$ cat src/rtl/ether_cmd_pkg.sv
// Shared types and constants for the PHY management command-frame scheduler.
// Holds the scheduler state encoding, default geometry and the standard command frames.
package ether_cmd_pkg;

   typedef enum logic [1:0] {
      IDLE  = 2'd0,
      SHIFT = 2'd1,
      GAP   = 2'd2
   } state_t;

   localparam int DEF_FRAME_LEN = 58;
   localparam int DEF_CLK_DIV   = 160;

   localparam logic [57:0] CMD_SEND_OUT = 58'h2F0_0000_0000_00FF;
   localparam logic [57:0] CMD_PHY_OFF  = 58'h3C4_A5F0_1234_5678;
   localparam logic [57:0] CMD_PHY_ON   = 58'h1D2_5A0F_8765_4321;

endpackage

$ cat src/rtl/ether_frame_shifter.sv
// Serialises one frame MSB-first on a divided bit clock; each bit lasts 2*CLK_DIV cycles, clock low half first.
// Starts on the edge that samples load_in; done_out flags the final cycle of the last bit (no backpressure).
module ether_frame_shifter #(
   parameter int   FRAME_LEN  = 58,
   parameter int   CLK_DIV    = 160,
   parameter logic IDLE_LEVEL = 1'b1
) (
   input  logic                 clk_in,
   input  logic                 reset_in,
   input  logic                 load_in,
   input  logic [FRAME_LEN-1:0] frame_in,
   output logic                 done_out,
   output logic                 ser_clk_out,
   output logic                 ser_data_out
);

   localparam int DW = $clog2(2 * CLK_DIV);
   localparam int BW = $clog2(FRAME_LEN + 1);

   localparam logic [DW-1:0] DIV_LAST = DW'(2 * CLK_DIV - 1);
   localparam logic [DW-1:0] DIV_HALF = DW'(CLK_DIV);
   localparam logic [BW-1:0] BIT_LAST = BW'(FRAME_LEN - 1);

   logic                 active_q, active_d;
   logic [DW-1:0]        div_q, div_d;
   logic [BW-1:0]        bit_q, bit_d;
   logic [FRAME_LEN-1:0] sh_q, sh_d;
   logic                 bit_end;

   always_comb begin
      active_d = active_q;
      div_d    = div_q;
      bit_d    = bit_q;
      sh_d     = sh_q;
      done_out = 1'b0;
      bit_end  = active_q && (div_q == DIV_LAST);

      if (load_in) begin
         active_d = 1'b1;
         div_d    = '0;
         bit_d    = '0;
         sh_d     = frame_in;
      end else if (bit_end) begin
         div_d = '0;
         if (bit_q == BIT_LAST) begin
            active_d = 1'b0;
            bit_d    = '0;
            done_out = 1'b1;
         end else begin
            bit_d = bit_q + 1'b1;
            sh_d  = sh_q << 1;
         end
      end else if (active_q) begin
         div_d = div_q + 1'b1;
      end
   end

   always_ff @(posedge clk_in) begin
      if (!reset_in) begin
         active_q <= 1'b0;
         div_q    <= '0;
         bit_q    <= '0;
         sh_q     <= '0;
      end else begin
         active_q <= active_d;
         div_q    <= div_d;
         bit_q    <= bit_d;
         sh_q     <= sh_d;
      end
   end

   // Data changes only with the shift register, i.e. at bit start, so it is stable across the rising edge.
   assign ser_clk_out  = active_q ? (div_q >= DIV_HALF) : 1'b1;
   assign ser_data_out = active_q ? sh_q[FRAME_LEN-1] : IDLE_LEVEL;

endmodule

$ cat src/rtl/ether_cmd_sched.sv
// Round-robin scheduler sharing one serial command-frame engine; grant one cycle after the sampling edge, then frame + idle gap.
// Requests are level-held and ignored while shifting or in the gap; ETHER_CMD_SCHED_STATS_EN adds a completed-frame counter.
module ether_cmd_sched
   import ether_cmd_pkg::*;
#(
   parameter int   NREQ       = 3,
   parameter int   FRAME_LEN  = DEF_FRAME_LEN,
   parameter int   CLK_DIV    = DEF_CLK_DIV,
   parameter int   GAP_BITS   = 16,
   parameter logic IDLE_LEVEL = 1'b1
) (
   input  logic                      clk_in,
   input  logic                      reset_in,
   input  logic [NREQ-1:0]           req_in,
   input  logic [NREQ*FRAME_LEN-1:0] frame_in,
   output logic [NREQ-1:0]           gnt_out,
   output logic [NREQ-1:0]           done_out,
   output logic                      busy_out,
   output logic                      ser_clk_out,
   output logic                      ser_data_out
`ifdef ETHER_CMD_SCHED_STATS_EN
   ,
   output logic [15:0]               frame_cnt_out
`endif
);

   localparam int PW      = (NREQ > 1) ? $clog2(NREQ) : 1;
   localparam int GAP_CYC = GAP_BITS * 2 * CLK_DIV;
   localparam int GW      = $clog2(GAP_CYC + 1);

   // The done cycle is itself the first gap cycle, so the counter covers the remaining GAP_CYC-1.
   localparam logic [GW-1:0] GAP_LOAD = GW'(GAP_CYC - 1);

   state_t               state_q, state_d;
   logic [PW-1:0]        ptr_q, ptr_d;
   logic [NREQ-1:0]      gnt_q, gnt_d;
   logic [NREQ-1:0]      owner_q, owner_d;
   logic [NREQ-1:0]      done_q, done_d;
   logic [GW-1:0]        gap_q, gap_d;

   logic                 found;
   logic [PW-1:0]        pick;
   logic [NREQ-1:0]      pick_oh;
   logic [FRAME_LEN-1:0] frame_sel;
   logic                 load;
   logic                 shift_end;

   always_comb begin
      found   = 1'b0;
      pick    = ptr_q;
      pick_oh = '0;
      for (int off = 0; off < NREQ; off++) begin
         for (int i = 0; i < NREQ; i++) begin
            if (!found && req_in[i] && (((int'(ptr_q) + off) % NREQ) == i)) begin
               found      = 1'b1;
               pick       = PW'(i);
               pick_oh[i] = 1'b1;
            end
         end
      end
   end

   always_comb begin
      frame_sel = '0;
      for (int i = 0; i < NREQ; i++) begin
         if (pick_oh[i]) begin
            frame_sel = frame_in[i*FRAME_LEN +: FRAME_LEN];
         end
      end
   end

   always_comb begin
      state_d = state_q;
      ptr_d   = ptr_q;
      gnt_d   = '0;
      owner_d = owner_q;
      done_d  = '0;
      gap_d   = gap_q;
      load    = 1'b0;

      case (state_q)
         IDLE: begin
            if (found) begin
               load    = 1'b1;
               gnt_d   = pick_oh;
               owner_d = pick_oh;
               ptr_d   = (int'(pick) == NREQ - 1) ? '0 : pick + 1'b1;
               state_d = SHIFT;
            end
         end
         SHIFT: begin
            if (shift_end) begin
               done_d  = owner_q;
               gap_d   = GAP_LOAD;
               state_d = GAP;
            end
         end
         GAP: begin
            if (gap_q <= GW'(1)) begin
               gap_d   = '0;
               state_d = IDLE;
            end else begin
               gap_d = gap_q - 1'b1;
            end
         end
         default: begin
            state_d = IDLE;
         end
      endcase
   end

   always_ff @(posedge clk_in) begin
      if (!reset_in) begin
         state_q <= IDLE;
         ptr_q   <= '0;
         gnt_q   <= '0;
         owner_q <= '0;
         done_q  <= '0;
         gap_q   <= '0;
      end else begin
         state_q <= state_d;
         ptr_q   <= ptr_d;
         gnt_q   <= gnt_d;
         owner_q <= owner_d;
         done_q  <= done_d;
         gap_q   <= gap_d;
      end
   end

   ether_frame_shifter #(
      .FRAME_LEN  (FRAME_LEN),
      .CLK_DIV    (CLK_DIV),
      .IDLE_LEVEL (IDLE_LEVEL)
   ) u_shifter (
      .clk_in       (clk_in),
      .reset_in     (reset_in),
      .load_in      (load),
      .frame_in     (frame_sel),
      .done_out     (shift_end),
      .ser_clk_out  (ser_clk_out),
      .ser_data_out (ser_data_out)
   );

   assign gnt_out  = gnt_q;
   assign done_out = done_q;
   assign busy_out = (state_q != IDLE);

`ifdef ETHER_CMD_SCHED_STATS_EN
   logic [15:0] frame_cnt_q, frame_cnt_d;

   always_comb begin
      frame_cnt_d = frame_cnt_q;
      if ((done_d != '0) && (frame_cnt_q != 16'hFFFF)) begin
         frame_cnt_d = frame_cnt_q + 16'd1;
      end
   end

   always_ff @(posedge clk_in) begin
      if (!reset_in) begin
         frame_cnt_q <= '0;
      end else begin
         frame_cnt_q <= frame_cnt_d;
      end
   end

   assign frame_cnt_out = frame_cnt_q;
`endif

endmodule

$ cat config.mk
export PLATFORM = sky130hd
export DESIGN_NAME = ether_cmd_sched
export DESIGN_NICKNAME = d
export VERILOG_FILES = /design/src/rtl/ether_cmd_pkg.sv /design/src/rtl/ether_frame_shifter.sv /design/src/rtl/ether_cmd_sched.sv
export SDC_FILE = /design/constraint.sdc
export NUM_CORES = 1
export LEC_CHECK = 0
export BUFFER_PORTS_ARGS = -buffer_cell sky130_fd_sc_hd__buf_2
export CELL_PAD_IN_SITES_DETAIL_PLACEMENT = 1
export CELL_PAD_IN_SITES_GLOBAL_PLACEMENT = 1
export CORE_MARGIN = 1.5
export CORE_UTILIZATION = 40
export CTS_BUF_LIST = sky130_fd_sc_hd__clkbuf_4
export DETAILED_ROUTE_END_ITERATION = 8
export GPL_ROUTABILITY_DRIVEN = 0
export PLACE_DENSITY_LB_ADDON = 0.12
export SLEW_MARGIN = 20
export SYNTH_ARGS = -nofsm -noshare
export SYNTH_HDL_FRONTEND = slang
export SYNTH_SLANG_ARGS = --single-unit
$ cat constraint.sdc
create_clock -name clk_in -period 5.2 [get_ports clk_in]
set_clock_uncertainty 0.05 [all_clocks]
set_input_delay 1.04 -clock clk_in [delete_from_list [all_inputs] [get_ports clk_in]]
set_output_delay 1.04 -clock clk_in [all_outputs]
set_load 0.01 [all_outputs]
# Yosys cells after proc, flatten, opt, wreduce, memory -nomap -nowiden
# Cells that the tools add are included.
totals:
  inputBits: 179
  word_cells: 131
  output_inout_bits: 9
  reg_bits: 100
classes:
  bitwise: 1
  addsub: 6
  div: 3
  eq_ne: 15
  n_lt_le_gt_ge: 2
  muxes: 51
  reduce_logical: 43
ops:
  columns: ["cell", "n"]
  rows:
  - ["2-to-1 mux 58 bit", 6]
  - ["== test 32 x 2 -> 1 bit (second input constant)", 3]
  - ["== test 32 x 3 -> 1 bit (second input constant)", 3]
  - ["zero test 32 bit", 3]
  - ["modulo 32 x 3 -> 32 bit (second input constant)", 2]
  - ["modulo 3 x 3 -> 32 bit (second input constant)", 1]
  - ["2-to-1 mux 1 bit", 27]
  - ["2-to-1 mux 13 bit", 2]
  - ["2-to-1 mux 2 bit", 13]
  - ["case mux 13 bit (2 select lines)", 1]
  - ["logical AND 1 bit", 18]
  - ["less-or-equal comparator 13 x 1 -> 1 bit (second input constant)", 1]
  - ["subtractor 13 x 1 -> 13 bit (second input constant)", 1]
  - ["adder 9 x 1 -> 9 bit (second input constant)", 1]
  - ["== test 9 bit (second input constant)", 1]
  - ["greater-or-equal comparator 9 x 8 -> 1 bit (second input constant)", 1]
  - ["AND reduction 3 bit", 3]
  - ["zero test 1 bit", 8]
  - ["!= test 2 bit (second input constant)", 4]
  - ["AND reduction 2 bit", 4]
  - ["nonzero test 2 bit", 4]
  - ["adder 6 x 1 -> 6 bit (second input constant)", 1]
  - ["== test 6 bit (second input constant)", 1]
  - ["2-to-1 mux 6 bit", 1]
  - ["10 further kinds", 11]

# Logic depth before layout (Yosys ltp)
logic_depth:
  ltp_word: 41
  depth_mapped: 9
  depth_no_buf: 7

# Hierarchy
# A second synthesis with hierarchy kept.
hier_totals:
  hier_cells: 792
  area_unflattened_um2: 5865.6
modules_own_cells:
  columns: ["module", "n_inst", "seq_area_each_um2", "cells_each", "area_per_inst_um2"]
  rows:
  - ["ether_frame_shifter", 1, 1481.4, 434, 3415.8]
  - ["ether_cmd_sched", 1, 520.5, 358, 2449.8]

# Worst setup path before layout
# Ideal clock, no wire load.
synth_timing:
  path_kind: "input-to-reg"
  start: "input port req_in[2]"
  end: "register u_shifter.sh_q[50]"
  required_time_ns: 5.027
  stages: 7
  n_path_buf: 2
  path_slack_ns: 2.820
  arrival_time_ns: 2.206
  setup_time_ns: 0.123
  path_cell_list: "clkbuf_1 > nand2_1 > a32oi_2 > clkbuf_1 > o21ai_0 > o221ai_1 > a21oi_1"
synth_via:
  elab_chain_cells: 31
synth_rtl:
  columns: ["element", "line", "text"]
  rows:
  - ["start: declaration", "ether_cmd_sched.sv:14", "input logic [NREQ-1:0] req_in,"]
  - ["logical AND 1 bit (2 in a row)", "ether_cmd_sched.sv:54", "if (!found && req_in[i] && (((int'(ptr_q) + off) % NREQ) == i)) begin"]
  - ["2-to-1 mux 1 bit", "ether_cmd_sched.sv:54", null]
  - ["zero test 1 bit", "ether_cmd_sched.sv:54", null]
  - ["logical AND 1 bit (2 in a row)", "ether_cmd_sched.sv:54", null]
  - ["2-to-1 mux 1 bit", "ether_cmd_sched.sv:54", null]
  - ["zero test 1 bit", "ether_cmd_sched.sv:54", null]
  - ["logical AND 1 bit (2 in a row)", "ether_cmd_sched.sv:54", null]
  - ["2-to-1 mux 1 bit", "ether_cmd_sched.sv:54", null]
  - ["(+11 left out)", null, null]
  - ["2-to-1 mux 1 bit", "ether_cmd_sched.sv:54", null]
  - ["zero test 1 bit", "ether_cmd_sched.sv:54", null]
  - ["logical AND 1 bit (2 in a row)", "ether_cmd_sched.sv:54", null]
  - ["2-to-1 mux 1 bit", "ether_cmd_sched.sv:54", null]
  - ["2-to-1 mux 1 bit", "ether_cmd_sched.sv:83", "if (found) begin"]
  - ["2-to-1 mux 1 bit", "ether_cmd_sched.sv:81", "case (state_q)"]
  - ["!= test 2 bit (no line) / nonzero test 2 bit (equally long branches)", null, null]
  - ["AND reduction 2 bit (no line)", null, null]
  - ["end signal: assignment", "ether_frame_shifter.sv:63", "sh_q <= '0;"]
  - ["end signal: assignment", "ether_frame_shifter.sv:68", "sh_q <= sh_d;"]
  - ["end: declaration", "ether_frame_shifter.sv:27", "logic [FRAME_LEN-1:0] sh_q, sh_d;"]
# Parallel ways exist; a longest one is shown, timed or not.
# A chain may end at the register's enable or synchronous reset.

# Worst setup path in the final report
layout_timing:
  start: "register ptr_q[0]"
  end: "register u_shifter.sh_q[30]"
layout_via:
  elab_chain_cells: 40
layout_rtl:
  columns: ["element", "line", "text"]
  rows:
  - ["start: declaration", "ether_cmd_sched.sv:35", "logic [PW-1:0] ptr_q, ptr_d;"]
  - ["start signal: assignment", "ether_cmd_sched.sv:122", "ptr_q <= ptr_d;"]
  - ["parallel branches: the longest is 40 deep, another holds modulo 32 x 3 -> 32 bit", null, null]
# Parallel ways; which one is timed is not known.

==> results by group <==
Worst setup path
  – Most numerous cell on the critical path: sky130_fd_sc_hd__buf_4
  – Crit path capture type: register
  – Worst Path Buf+Inv: 3
  – Type of element launching the critical path: register
  – Reg2Reg Setup Slack: 2.11 ns
  – Crit Path Class: register to register
  – Delay of the slowest critical-path stage: 0.57 ns
  – Origin of the critical flop-to-flop path: ptr_q[0]
  – CP Cell Sequence: inv_1 -> ha_1 -> nand2_2 -> buf_4 -> o2111ai_4 -> buf_4 -> o21ai_0 -> o221ai_1 -> a21oi_1
  – Length in cells of the worst reg-to-reg path: 9
  – Crit Reg-Reg Endpoint: u_shifter.sh_q[30]
  – Critical path fanouts, max: 60
  – Critical-path top delay cell: sky130_fd_sc_hd__o2111ai_4
  – Kind of cell adding the most delay to the critical path: buffers and inverters
  – Worst endpoint required time: 5.57 ns
  – Arrival time at the worst endpoint: 3.46 ns

Global routing
  – First-pass GRT wire length: 31700 um
  – Antenna violations before repair: 0
  – Largest net degree at the start of global routing: 69
  – GRT Overall Usage: 24.6%
  – Vias in the first global route: 6687
  – Remaining global-route overflow: 0

Yosys
  – Simple-gate share of the synthesized area: 10.8%
  – Post-Synth XOR/XNOR Area: 1.78%
  – Largest family of logic cells by synthesized area: compound AO/OA/AOI/OAI gates
  – Fraction of the mapped netlist area in adder cells: 1.69%
  – Post-synthesis register bit count: 100
  – Asr flop ratio synth: 0%
  – Post-synth design cell area: 5910 um^2
  – Sequential area share after synthesis: 33.9%
  – Synth Net Count: 972
  – Number of distinct library cell variants in the gate-level netlist after synthesis: 53
  – Mux cell area share after synthesis: 0.339%
  – Area fraction in compound gates after synthesis: 41.5%
  – Cell count after synthesis: 785
  – Top flip-flop cell by instance count after synthesis: sky130_fd_sc_hd__dfxtp_1
  – Warnings, synthesis: 0
  – Synthesized area divided by synthesized cell count: 7.52 um^2
  – Count of flip-flops with a built-in enable after synthesis: 0

Final layout
  – Fraction of final layout cells with drive strength greater than 1: 24.2%
  – Area growth from synthesis to layout: 19.1%
  – Net total in the final layout: 1107
  – Most common cell after layout, fill and taps aside: sky130_fd_sc_hd__buf_2
  – Commonest cells after routing, fill and taps aside: sky130_fd_sc_hd__buf_2, sky130_fd_sc_hd__o21ai_0, sky130_fd_sc_hd__dfxtp_1
  – Antenna fix cells: 0
  – Final design area excluding fillers: 7040 um^2
  – Number of fill cells in the layout: 1894

Placement
  – Pre-CTS worst setup slack: 1.73 ns
  – Port Buf Inserts: 187
  – Cell area after placement: 6850 um^2
  – Post-detail-place hpwl: 13100 um

Route
  – Via Count: 6391
  – Count of routing violations after the opening detailed-route iteration: 338
  – Total DRC errors in the routed layout: 0
  – Drt pass-1 iters: 4
  – Total Wirelength: 19100 um
  – Average wire length per cell after detail routing: 17.2 um
  – Final antenna-violating net count: 0
  – Average via count per standard cell: 5.76

STA
  – Final-report hold violation count: 0
  – Final Cycle Share: 59.4%
  – Max Clk Rate: 0.324 GHz
  – Tightest hold margin: 0.443 ns
  – Transition time at the pin with the least slew margin: 1.04 ns
  – Setup repair after global routing missed its margin: no
  – Remaining max-slew budget at the tightest pin: 30.9%
  – Number of pins exceeding their max-slew limit in the final report: 0
  – Total Neg Setup Slack: 0 ns
  – Fin worst setup slack: 2.11 ns
  – Number of failing setup endpoints in the final timing report: 0
  – Final worst path period need: 3.09 ns

Run
  – Max cap viols: 0

Die
  – Die Span X: 125 um
  – Initial cell density of the core: 40.8%
  – Row count: 44
  – Die Height: 125 um
  – Standard cell core area: 14500 um^2
  – Die footprint: 15500 um^2
  – Top-Level Pins: 188

Pwr
  – LEAKAGE: 0.00298 uW
  – Total power per unit cell area: 406 nW/um^2
  – VDD IR max: 290 uV

Clock network
  – Clock insertion delay at the later pin of the skew report: 0.50 ns
  – Number of buffers added for setup after CTS: 0
  – Post-CTS Resized: 0
  – Number of hold buffers added after CTS: 0
  – Clock tree from TritonCTS: done
  – Depth of the CTS H-tree: 3
  – Cell at the root of the clock tree: sky130_fd_sc_hd__clkbuf_4
  – Num Clock Sinks: 100
  – Maximum clock path buffer count: 2
  – Register clock-pin slew on the reported worst setup and hold paths: 0.17 ns
  – Total clock buffers created by CTS: 9

Worst hold path
  – Launch instance of the worst min-delay path: owner_q[0]
  – Type of the worst min-delay path: register to register
  – End point of the worst hold path: owner_q[0]
  – Hold path cells: 2

Status
  – Outcome: finished, final reports clean
==> stage by stage <==
| stage | util [%] | std cells | total power, uW |
|---|---|---|---|
| 2_1_floorplan | - | 785 | 2020 |
| 3_3_place_gp | 47.3 | 1093 | 2300 |
| 3_5_place_dp | 47.3 | 1093 | 2360 |
| 4_1_cts | 48.6 | 1109 | 2880 |
| 5_1_grt | 48.6 | 1109 | 3090 |
| 6_report | 48.6 | 1109 | 2850 |
==> power by group <==
| group | internal (uW) | total [uW] | switching (uW) | leakage, uW |
|---|---|---|---|---|
| combinational | 435 | 1220 | 789 | 0.00207 |
| sequential | 998 | 1120 | 120 | 0.000819 |
| clock | 241 | 512 | 271 | 0.0000936 |
| total | 1670 | 2850 | 1180 | 0.00298 |
==> sequential cells by signal (all words and copies together), names as in the netlist <==
name / count
state_q: 2
gnt_out: 3
owner_q: 3
u_shifter.bit_q: 6
done_out: 3
gap_q: 13
u_shifter.sh_q: 58
u_shifter.div_q: 9
u_shifter.active_q: 1
ptr_q: 2
==> cells in the mapped netlist (all sizes together) (3+ instances only) <==
cell	n	area (um^2)
o21ai	184	928
dfxtp	100	2000
a21oi	79	395
inv	70	263
a21boi	58	435
o221ai	57	499
clkbuf	46	176
nor2	35	131
buf	25	151
nand2	18	67.6
a31oi	11	68.8
nand3	10	50.1
and3	9	56.3
ha	8	100
or3	7	48.8
xor2	7	61.3
nand4	6	37.5
nor3	6	35.0
nor2b	5	33.8
or2	5	31.3
xnor2	5	43.8
and2	4	25.0
nand3b	4	30.0
and4	3	26.3
nor4	3	31.3
==> metal layers <==
metal | share of wire (%) | track usage (%) | up-vias
met5 | 0 | 0 | -
met4 | 1.9 | 7.84 | 0
met3 | 4.2 | 4.64 | 24
met2 | 52 | 46.2 | 138
met1 | 42 | 27.9 | 3103
li1 | - | - | 3126
==> kinds of logic (layout without fill, tap and decap cells) <==
| logic type | count (synthesis) | after routing |
|---|---|---|
| flip-flops | 100 | 100 |
| AO/OA/AOI/OAI | 402 | 402 |
| adder cells (fa/ha/maj) | 8 | 8 |
| AND/OR/NAND/NOR | 120 | 120 |
| buffers and inverters | 141 | 281 |
| multiplexers | 2 | 2 |
| XOR/XNOR | 12 | 12 |
==> worst reg2reg max path: cells and delay by family, from the launching register on <==
family | cells | cell delay (ns)
buf+inv | 3 | 1.03
simple gates | 1 | 0.12
fa+ha+maj | 1 | 0.36
compound gates | 4 | 1.04
flops | 1 | 0.40
==> layout make-up <==
type                       count  area (um^2)  share of cell area (%)
multi-input combinational    544         3360                    47.8
sequential                   100         2000                    28.4
timing repair buffer         195          998                    14.2
inverter                      70          263                    3.73
tap                          184          230                    3.27
clock inverter                 7          115                    1.64
clock buffer                   9         67.6                   0.960
==> worst max path at each step <==
stage                         start                 end  slack, ns  depth (start not counted)
after CTS                  ptr_q[0]  u_shifter.sh_q[38]       2.08                          9
after global routing       ptr_q[0]  u_shifter.sh_q[51]       1.83                          9
after global placement    req_in[0]  u_shifter.sh_q[30]       1.89                          8
after detailed placement  req_in[0]  u_shifter.sh_q[38]       1.73                          8
final                      ptr_q[0]  u_shifter.sh_q[30]       2.11                          9
after floorplan           req_in[2]  u_shifter.sh_q[50]       2.82                          7
Power figures use the tool's default switching activity.
